<file path="src/rtl/btn_debounce_sched_pkg.sv">
// Shared types, defaults and helpers for the button debounce scheduler.
package btn_pkg;

  typedef enum logic {
    ST_IDLE   = 1'b0,
    ST_SETTLE = 1'b1
  } state_t;

  localparam int N_BTN_DEF = 4;
  localparam int CNT_W_DEF = 21;

  // Ceiling log2, clamped to at least 1 so index ports are never zero-width.
  function automatic int clog2(input int v);
    int r;
    r = 0;
    while ((1 << r) < v) r++;
    if (r < 1) r = 1;
    return r;
  endfunction

endpackage

</file>
<file path="src/rtl/btn_debounce_sched_rr_arbiter.sv">
// Combinational rotate-priority arbiter: the first set request at or after
// rr (wrapping modulo N_BTN) wins.
module rr_arbiter
  import btn_pkg::*;
#(
  parameter  int N_BTN = N_BTN_DEF,
  localparam int GW    = clog2(N_BTN)
) (
  input  logic [N_BTN-1:0] req,
  input  logic [GW-1:0]    rr,
  output logic [N_BTN-1:0] gnt,
  output logic [GW-1:0]    gnt_id,
  output logic             found
);

  int          pos;
  logic [GW-1:0] idx;

  // Walk the requests starting at rr and keep only the first hit.
  always_comb begin
    gnt    = '0;
    gnt_id = '0;
    found  = 1'b0;
    pos    = 0;
    idx    = '0;
    for (int i = 0; i < N_BTN; i++) begin
      pos = int'(rr) + i;
      if (pos >= N_BTN) pos = pos - N_BTN;
      idx = GW'(pos);
      if (!found && req[idx]) begin
        found    = 1'b1;
        gnt[idx] = 1'b1;
        gnt_id   = idx;
      end
    end
  end

endmodule

</file>
<file path="src/rtl/btn_debounce_sched.sv">
// Time-multiplexed push-button debouncer. One settle counter is lent
// round-robin to whichever button disagrees with its debounced level.
//
//   state     | meaning
//   ----------+-----------------------------------------------------------
//   ST_IDLE   | counter free; pick next pending button from rr
//   ST_SETTLE | counter granted to button g; commit after T stable cycles
module btn_debounce_sched
  import btn_pkg::*;
#(
  parameter  int N_BTN = N_BTN_DEF,
  parameter  int CNT_W = CNT_W_DEF,
  localparam int GW    = clog2(N_BTN)
) (
  input  logic             CLK,
  input  logic             nrst,
  input  logic [N_BTN-1:0] btn,
  output logic [N_BTN-1:0] db_btn,
  output logic [N_BTN-1:0] press,
  output logic [N_BTN-1:0] rel,
  output logic             busy,
  output logic [GW-1:0]    grant_id
);

  // Terminal count T-1 where T = 2^(CNT_W-1); top counter bit never sets.
  localparam logic [CNT_W-1:0] SETTLE_LAST = {1'b0, {(CNT_W-1){1'b1}}};

  logic [N_BTN-1:0] sync1;
  logic [N_BTN-1:0] s_sync;
  logic [N_BTN-1:0] pend;

  state_t           state;
  state_t           next_state;

  logic [N_BTN-1:0] g_oh;
  logic [GW-1:0]    g_id;
  logic [GW-1:0]    rr_q;
  logic [CNT_W-1:0] count_q;

  logic [N_BTN-1:0] arb_gnt;
  logic [GW-1:0]    arb_id;
  logic             arb_found;

  logic             take_grant;
  logic             do_abort;
  logic             do_commit;
  logic             g_stable_back;
  logic [GW-1:0]    rr_after_g;

  // Two-flop synchroniser on every raw pin.
  always_ff @(posedge CLK) begin
    if (!nrst) begin
      sync1  <= '0;
      s_sync <= '0;
    end else begin
      sync1  <= btn;
      s_sync <= sync1;
    end
  end

  assign pend = s_sync ^ db_btn;

  rr_arbiter #(
    .N_BTN (N_BTN)
  ) u_arb (
    .req    (pend),
    .rr     (rr_q),
    .gnt    (arb_gnt),
    .gnt_id (arb_id),
    .found  (arb_found)
  );

  // Granted button has fallen back to its debounced level (a bounce).
  assign g_stable_back = ((s_sync ^ db_btn) & g_oh) == '0;

  // FSM state register.
  always_ff @(posedge CLK) begin
    if (!nrst) state <= ST_IDLE;
    else       state <= next_state;
  end

  // FSM next-state decode.
  always_comb begin
    next_state = state;
    case (state)
      ST_IDLE: begin
        if (arb_found) next_state = ST_SETTLE;
      end
      ST_SETTLE: begin
        if (g_stable_back)               next_state = ST_IDLE;
        else if (count_q == SETTLE_LAST) next_state = ST_IDLE;
      end
      default: next_state = ST_IDLE;
    endcase
  end

  // FSM action decode driving the datapath registers.
  always_comb begin
    take_grant = 1'b0;
    do_abort   = 1'b0;
    do_commit  = 1'b0;
    rr_after_g = (g_id == GW'(N_BTN - 1)) ? '0 : g_id + 1'b1;
    case (state)
      ST_IDLE:   take_grant = arb_found;
      ST_SETTLE: begin
        do_abort  = g_stable_back;
        do_commit = !g_stable_back && (count_q == SETTLE_LAST);
      end
      default: ;
    endcase
  end

  // Grant latch, settle counter, round-robin pointer and debounced outputs.
  always_ff @(posedge CLK) begin
    if (!nrst) begin
      g_oh    <= '0;
      g_id    <= '0;
      rr_q    <= '0;
      count_q <= '0;
      db_btn  <= '0;
      press   <= '0;
      rel     <= '0;
      busy    <= 1'b0;
    end else begin
      press <= '0;
      rel   <= '0;
      busy  <= (next_state == ST_SETTLE);
      if (take_grant) begin
        g_oh    <= arb_gnt;
        g_id    <= arb_id;
        count_q <= '0;
      end else if (do_abort) begin
        rr_q <= rr_after_g;
      end else if (do_commit) begin
        db_btn <= (db_btn & ~g_oh) | (s_sync & g_oh);
        press  <= g_oh & s_sync;
        rel    <= g_oh & ~s_sync;
        rr_q   <= rr_after_g;
      end else if (state == ST_SETTLE) begin
        count_q <= count_q + 1'b1;
      end
    end
  end

  assign grant_id = g_id;

endmodule

</file>
<file path="config.mk">
export PLATFORM = sky130hd
export DESIGN_NAME = btn_debounce_sched
export DESIGN_NICKNAME = d
export VERILOG_FILES = /design/src/rtl/btn_debounce_sched_pkg.sv /design/src/rtl/btn_debounce_sched_rr_arbiter.sv /design/src/rtl/btn_debounce_sched.sv
export SDC_FILE = /design/constraint.sdc
export NUM_CORES = 1
export LEC_CHECK = 0
export CAP_MARGIN = 20
export CORE_MARGIN = 3
export CORE_UTILIZATION = 50
export CTS_BUF_LIST = sky130_fd_sc_hd__clkbuf_4 sky130_fd_sc_hd__clkbuf_8
export DETAILED_ROUTE_END_ITERATION = 8
export PLACE_DENSITY_LB_ADDON = 0.1
export SETUP_SLACK_MARGIN = 0.15
export SLEW_MARGIN = 20
export SYNTH_ARGS = -nofsm -noshare
export SYNTH_HDL_FRONTEND = slang
export SYNTH_SLANG_ARGS = --single-unit
</file>
<file path="constraint.sdc">
create_clock -name CLK -period 4.8 [get_ports CLK]
set_input_delay 0.72 -clock CLK [delete_from_list [all_inputs] [get_ports CLK]]
set_output_delay 0.72 -clock CLK [all_outputs]
set_load 0.02 [all_outputs]
</file>
Word level (Yosys, flattened, before mapping):

Index checks and enable logic that the tools add are counted.

* bits of input ports: 6
* output and inout port bits: 15
* flip-flop bits (word level): 50
* logic and storage cells: 110

* bitwise operators: 16
* reductions and logical operators: 19
* order comparisons: 12
* mux-type cells: 42
* eq/ne operators: 2
* add/subtract/negate cells: 9

Operators by type and width (count)
* 2-bit 2-to-1 mux: 11
* 21-bit by 1-bit adder with 21-bit output (second input constant): 1
* 21-bit by 20-bit == test with 1-bit output (second input constant): 1
* 1-bit 2-to-1 mux: 18
* 4-bit AND: 4
* 4-bit 2-to-1 mux: 4
* 4-bit OR: 4
* 2-bit by 3-bit less-than comparator with 1-bit output (second input constant): 4
* 3-bit greater-or-equal comparator (second input constant): 3
* 1-bit binary-select mux with 2-bit select: 4
* 1-bit demux with 2-bit select: 4
* 2-bit by 1-bit greater-or-equal comparator with 1-bit output (second input constant): 4
* 1-bit logical AND: 8
* 4-bit NOT: 2
* 2-bit by 1-bit subtractor with 2-bit output (second input constant): 4
* 2-bit by 2-bit adder with 3-bit output (second input constant): 2
* 3-bit AND reduction: 2
* 1-bit NOT: 5
* 1-bit zero test: 4
* 4-bit zero test: 1
* 4-bit OR reduction: 1
* 4-bit XOR: 1
* 2-bit by 1-bit adder with 3-bit output (second input constant): 1
* 2-bit by 3-bit greater-or-equal comparator with 1-bit output (second input constant): 1
* other kinds (6): 6

Depth between registers and ports, before layout:

Gate-level depths: netlist of run 1.

* depth in word-level cells: 17
* gate-level depth with buffers: 8
* mapped depth without buffers: 7

By module:

A second synthesis of run 1 with hierarchy kept.

* cells, all modules: 290
* area total of the unflattened synthesis: 2653.8 sq um

Modules (own cells, without submodules)
* btn_debounce_sched: times used 1, seq. area each 1001.0 sq um, area each 2232.1 sq um, cells an instance 245
* rr_arbiter: times used 1, seq. area each 0.0 sq um, area each 421.7 sq um, cells an instance 45

Worst setup path after synthesis of run 1:

OpenSTA, ideal clock, no wires.

* kind: register -> register
* start point: register rr_q[1]
* end point: register g_oh[0]
* path buffers: 1
* setup time: 0.074 ns
* cell stages (with the launch flop): 8
* path slack: 2.493 ns
* data required time: 4.726 ns
* arrival time: 2.233 ns
* clock period less this slack: 2.307 ns
* path through: dfxtp_1 -> inv_1 -> ha_1 -> clkbuf_1 -> mux4_2 -> nor2_1 -> a22oi_1 -> a31oi_1

* word-level cells in the longest chain between the ends: 15
* elaborated cells between the ends (all ways): 61
* those cells by class: add/sub (7); order compare (12); mux (29); bitwise (3); reduce/logical (10)

Ends and longest elaborated chain
* from (decl): RTL line btn_debounce_sched.sv:37 `logic [GW-1:0] rr_q;`
* from (signal assigned): RTL line btn_debounce_sched.sv:133 `rr_q <= rr_after_g;`
* from (signal assigned): RTL line btn_debounce_sched.sv:138 `rr_q <= rr_after_g;`
* branches (longest 15 deep; another with 2-bit by 1-bit adder with 3-bit output)
* to (signal assigned): RTL line btn_debounce_sched.sv:129 `g_oh <= arb_gnt;`
* to (decl): RTL line btn_debounce_sched.sv:35 `logic [N_BTN-1:0] g_oh;`

Parallel ways; which one is timed is not known. The select of a mux whose other input is x is not followed.
A chain may end at the register's enable or synchronous reset.

Final worst setup path of run 1:

* start point: register rr_q[0]
* end point: register g_oh[2]

Same word-level chain as after synthesis.

==> reports/results.ini, run 1 <==
[synthesis]
syn_area_um2 = 2646
synth_area_leader_cell = dfxtp_1
async_flop_share_pct = 0
yosysWarnings = 0
synth_area_leaders = dfxtp_1 38%, ha_1 4.7%, mux2i_1 4.5%
synth_edf_count = 0
syn_nets = 307
ys.flop_type = dfxtp_1
synth_cell_type_count = 47
yosysSeqAreaShare_pct = 37.83
postSynthAreaPerCell_um2 = 9.094
syn-instance-count = 291
synth_seq_cells = 50
yosys.area.top_type_share_pct = 37.83

[clock_network]
clkLatencyLatePin_ns = 0.30
cts_root_buffer = clkbuf_8
post_cts_buffers = 0
ctsResizeCount = 0
clock-sinks = 50
htree_levels = 2
clk_path_buf_depth = 2
cts_hold_buf = 0
cts_buffers = 5
path_clk_slew_ns = 0.09
cts_tree = done

[floorplan]
die_h_um = 78.75
dieArea_um2 = 6202
num_rows = 25
fp.dieW_um = 78.75
start_util_pct = 53.89
pin_count = 21
core-area_um2 = 4911

[layout]
utilization_pct = 60.79
final_cell_mix = 50 x dfxtp_1, 24 x nand2_1, 20 x clkdlybuf4s50_1, 16 x a21oi_1
final_layout_size_suffix_gt1_share_pct = 7.261
diodes = 0
syn2layout_area_growth_pct = 12.81
mostFrequentLayoutCell = dfxtp_1
fill_cells = 465
nNetsFinal = 318

[placed_design]
gp_congestion = 0.8579
io_buffers = 20
place_hpwl_um = 4042

[drt]
ant_nets = 0
wl_per_cell_um = 15.74
avgViaCountPerCell = 6.100
finalWirelength_um = 5825
drt_iter0_markers = 131
via_count = 2257
drt-pass1-iter-count = 4
drc = 0

[critical_path]
cpPeakStageDelay_ns = 0.67
cp_data_arrival_time_ns = 2.92
critPathCaptureType = register
critPathRequiredTime_ns = 5.03
start_kind = register
cp_slowest_cell = dfxtp_1
crit_chain = inv_1 > ha_1 > mux4_2 > nor2_1 > a22oi_1 > a31oi_1
critPathTopFamily = flip-flops
crit_fanout = 16
path_buf_inv = 1
path_class = reg -> reg

[sta]
rsz0062_at_grt = false
tns_ns = 0
timing.slew.headroom_pct = 47.92
hold_viol_final = 0
fmax_ghz = 0.3719
finClkSkew_ns = 0.005366
setup_viol = 0
slew_violations = 0
worst_pin_slew_ns = 0.7769
period_needed_ns = 2.689
period_share_pct = 56.01

[global_routing]
grtUsageTotal_pct = 20.41
grt.overflow.total = 0
grt_max_degree = 37
grt_pass1_wl_um = 10260
grt_pass1_vias = 2107
antenna_found_initial = 0

[power]
p_per_area_nw_per_um2 = 280.2
p_leak_nw = 1.023
peakVddDrop_mv = 0.2413

[run]
maxCapViolCount = 0

[hold_path]
hold_path_class = reg -> reg

[run_status]
run_status = finished clean

==> flip-flops by register name, indices dropped and copies added (netlist names), named ones only <==
name,flops
count_q,21
g_oh,4
press,4
rel,4
s_sync,4
sync1,4
grant_id,2
rr_q,2
busy,1
==> through the flow <==
stage / hold slack, ns / setup WS, ns / instances / cell area [um^2] / total power, mW
finish: 0.4436 / 2.111 / 370 / 2985 / 0.8364
global route: 0.4628 / 1.865 / 370 / 2985 / 0.8718
CTS: 0.4448 / 2.135 / 370 / 2985 / 0.8404
detailed placement: 0.4240 / 2.107 / 362 / 2872 / 0.5407
global placement: 0.4142 / 2.150 / 362 / 2872 / 0.5402
floorplan: 0.4119 / 2.493 / 291 / 2646 / 0.5128
==> path summary, 6_finish.rpt <==
check	from	to	slack, ns	cells after the start
worst min-delay path	sync1[3]$_SDFF_PN0_	s_sync[3]$_SDFF_PN0_	0.44	1
worst max register to register	rr_q[0]$_SDFFE_PN0P_	g_oh[2]$_SDFFE_PN0P_	2.11	6
worst max-delay path	rr_q[0]$_SDFFE_PN0P_	g_oh[2]$_SDFFE_PN0P_	2.11	6
worst min register to register	sync1[3]$_SDFF_PN0_	s_sync[3]$_SDFF_PN0_	0.44	1
==> cells by family after synthesis <==
kind of cell | after synthesis | synth area share, %
muxes | 15 | 7.234
xor gates and xnor gates | 8 | 3.499
DFF | 50 | 37.83
and+or+nand+nor | 112 | 23.78
adders and majority gates | 10 | 4.728
buffers and inverters | 23 | 3.830
AOI/OAI and AO/OA | 73 | 19.10
==> cell usage after synthesis, types with 4 or more instances <==
master	instances
dfxtp_1	50
nand2_1	24
a21oi_1	16
and2_1	12
mux2i_1	12
a31oi_1	11
nand3_1	11
o21ai_0	11
or3_1	11
or4_1	11
ha_1	10
nand4_1	10
o31ai_1	10
clkbuf_1	9
nor2_1	8
nor3_1	7
and3_1	6
buf_2	6
a22oi_1	4
inv_1	4
nor3b_1	4
xnor2_1	4
==> routing by layer <==
| layer | part of all wire [%] | GRT usage [%] | vias to the layer above | wire, um |
|---|---|---|---|---|
| met2 | 43 | 31.58 | 66 | 2507 |
| met3 | 6.6 | 3.855 | 5 | 382 |
| met4 | 0.81 | 5.594 | 0 | 47 |
| met1 | 50 | 29.07 | 1056 | 2888 |
| met5 | 0 | 0 | - | 0 |
| li1 | - | - | 1130 | - |
==> layout make-up <==
class                      count  area, um^2  area share, %
multi-input combinational    218        1549          51.89
sequential                    50        1001          33.53
timing repair buffer          23       222.7          7.460
clock buffer                   7       83.83          2.808
tap                           67       83.83          2.808
clock inverter                 1       30.03          1.006
inverter                       4       15.01         0.5029
==> power by group <==
part / internal (mW) / leakage, nW / switching, mW
clock: 0.167 / 0.0593 / 0.137
sequential: 0.424 / 0.406 / 0.0161
combinational: 0.0390 / 0.558 / 0.0522
Note: power is estimated with default switching activity, not from simulation.
==> run 2, diff against run 1 <==
Clock period 4.8 ns to 2.75 ns, I/O delays scaled along.
==> reports/results.ini, run 2 (synthesized netlist as in run 1, its figures left out) <==
[run]
maxCapViolCount = 0

[sta]
setup_viol = 0
fmax_ghz = 0.4313
period_needed_ns = 2.319
slew_violations = 0
worst_pin_slew_ns = 0.6115
period_share_pct = 84.31
rsz0062_at_grt = false
finClkSkew_ns = 0.009252
hold_viol_final = 0
timing.slew.headroom_pct = 58.94
holdWs_ns = 0.4366
tns_ns = 0
setup_slack_ns = 0.4314

[clock_network]
cts_tree = done
cts_hold_buf = 0
cts_buffers = 5
clk_path_buf_depth = 2
ctsResizeCount = 0
post_cts_buffers = 0
clkLatencyLatePin_ns = 0.30
path_clk_slew_ns = 0.08
clock-sinks = 50
htree_levels = 2
cts_root_buffer = clkbuf_8

[power]
p_per_area_nw_per_um2 = 456.3
finalPower_mw = 1.379
p_seq_share_pct = 55.3
p_int_mw = 1.028
p_comb_share_pct = 12.7
pwr-share-clk_pct = 31.9
p_leak_nw = 1.050
peakVddDrop_mv = 0.3009
swShare_pct = 25.48
power_switching_mw = 0.3515

[critical_path]
cp_data_arrival_time_ns = 2.54
start_kind = register
critPathRequiredTime_ns = 2.97
crit_fanout = 10
path_class = reg -> reg
critPathCaptureType = register
worstRegToRegCells = 6

[global_routing]
grtUsageTotal_pct = 21.49
grt_max_degree = 37
grt.overflow.total = 0
grt_pass1_vias = 2167
antenna_found_initial = 0
grt_pass1_wl_um = 10780

[layout]
fin_cells = 377
mostFrequentLayoutCell = dfxtp_1
syn2layout_area_growth_pct = 14.23
diodes = 0
fin_area_um2 = 3023
largest_register_ffs = 21
final_cell_mix = 49 x dfxtp_1, 24 x nand2_1, 20 x clkdlybuf4s50_1, 16 x a21oi_1
largest-register = count_q
nNetsFinal = 325
utilization_pct = 61.55
final_layout_size_suffix_gt1_share_pct = 10.00

[placed_design]
place_area_um2 = 2924
post-place-ws_ns = 0.2029
io_buffers = 20
dp.cells = 369
place_hpwl_um = 4084
gp_congestion = 0.7956

[floorplan]
start_util_pct = 53.89
num_rows = 25
die_h_um = 78.75
pin_count = 21
fp.dieW_um = 78.75
dieArea_um2 = 6202
core-area_um2 = 4911

[drt]
drt_iter0_markers = 207
drt-pass1-iter-count = 4
wl_per_cell_um = 15.91
avgViaCountPerCell = 6.109
finalWirelength_um = 5998
drc = 0
via_count = 2303
ant_nets = 0

[hold_path]
hold_path_class = reg -> reg
hold_path_depth = 1

[run_status]
run_status = finished clean

run 2: cell count changes in the layout (fill, tap and decap cells not counted):
cell	previous run	this run
buf_4	3	10
clkinv_2	0	1
clkbuf_8	5	6
bufinv_16	1	0
ha_2	0	1
dfxtp_2	0	1
ha_1	10	9
clkbuf_4	2	1
dfxtp_1	50	49
run 2: per-layer routing:
| layer | vias up | part of all wire, % | global-route usage [%] | wire length, um |
|---|---|---|---|---|
| met5 | - | 0 | 0 | 0 |
| met4 | 0 | 1.1 | 7.168 | 64 |
| met2 | 79 | 44 | 31.66 | 2627 |
| met1 | 1073 | 48 | 31.13 | 2886 |
| met3 | 5 | 7.0 | 4.535 | 419 |
| li1 | 1146 | - | - | - |
run 2: worst max-delay path, cell delays in order, from the launching register on:
cell,delay (ns)
dfxtp_2,0.44
inv_1,0.16
ha_2,0.47
mux4_2,0.59
nor2_1,0.26
a22oi_1,0.12
a31oi_1,0.20
run 2: final timing paths:
path,from,end,slack (ns)
worst min-delay path,sync1[1]$_SDFF_PN0_,s_sync[1]$_SDFF_PN0_,0.44
worst max-delay path,rr_q[1]$_SDFFE_PN0P_,g_oh[3]$_SDFFE_PN0P_,0.43
worst min register to register,sync1[1]$_SDFF_PN0_,s_sync[1]$_SDFF_PN0_,0.44
worst max register to register,rr_q[1]$_SDFFE_PN0P_,g_oh[3]$_SDFFE_PN0P_,0.43
run 2: final cells by class:
cell class,count,area [um^2]
fillers,433,1888
multi-input cells,218,1551
flip-flops and latches,50,1002
repair buffers,30,275.3
clock buffers,7,90.09
well taps,67,83.83
inverters,4,15.01
clock inverters,1,5.005
run 2: power by group through the flow:
| stage | clock network, mW | logic [mW] | registers, mW |
|---|---|---|---|
| CTS | 0.460 | 0.174 | 0.763 |
| global placement | 0 | 0.172 | 0.779 |
| finish | 0.441 | 0.176 | 0.763 |
| detailed placement | 0 | 0.172 | 0.779 |
| floorplan | 0 | 0.117 | 0.778 |
| global route | 0.488 | 0.195 | 0.767 |
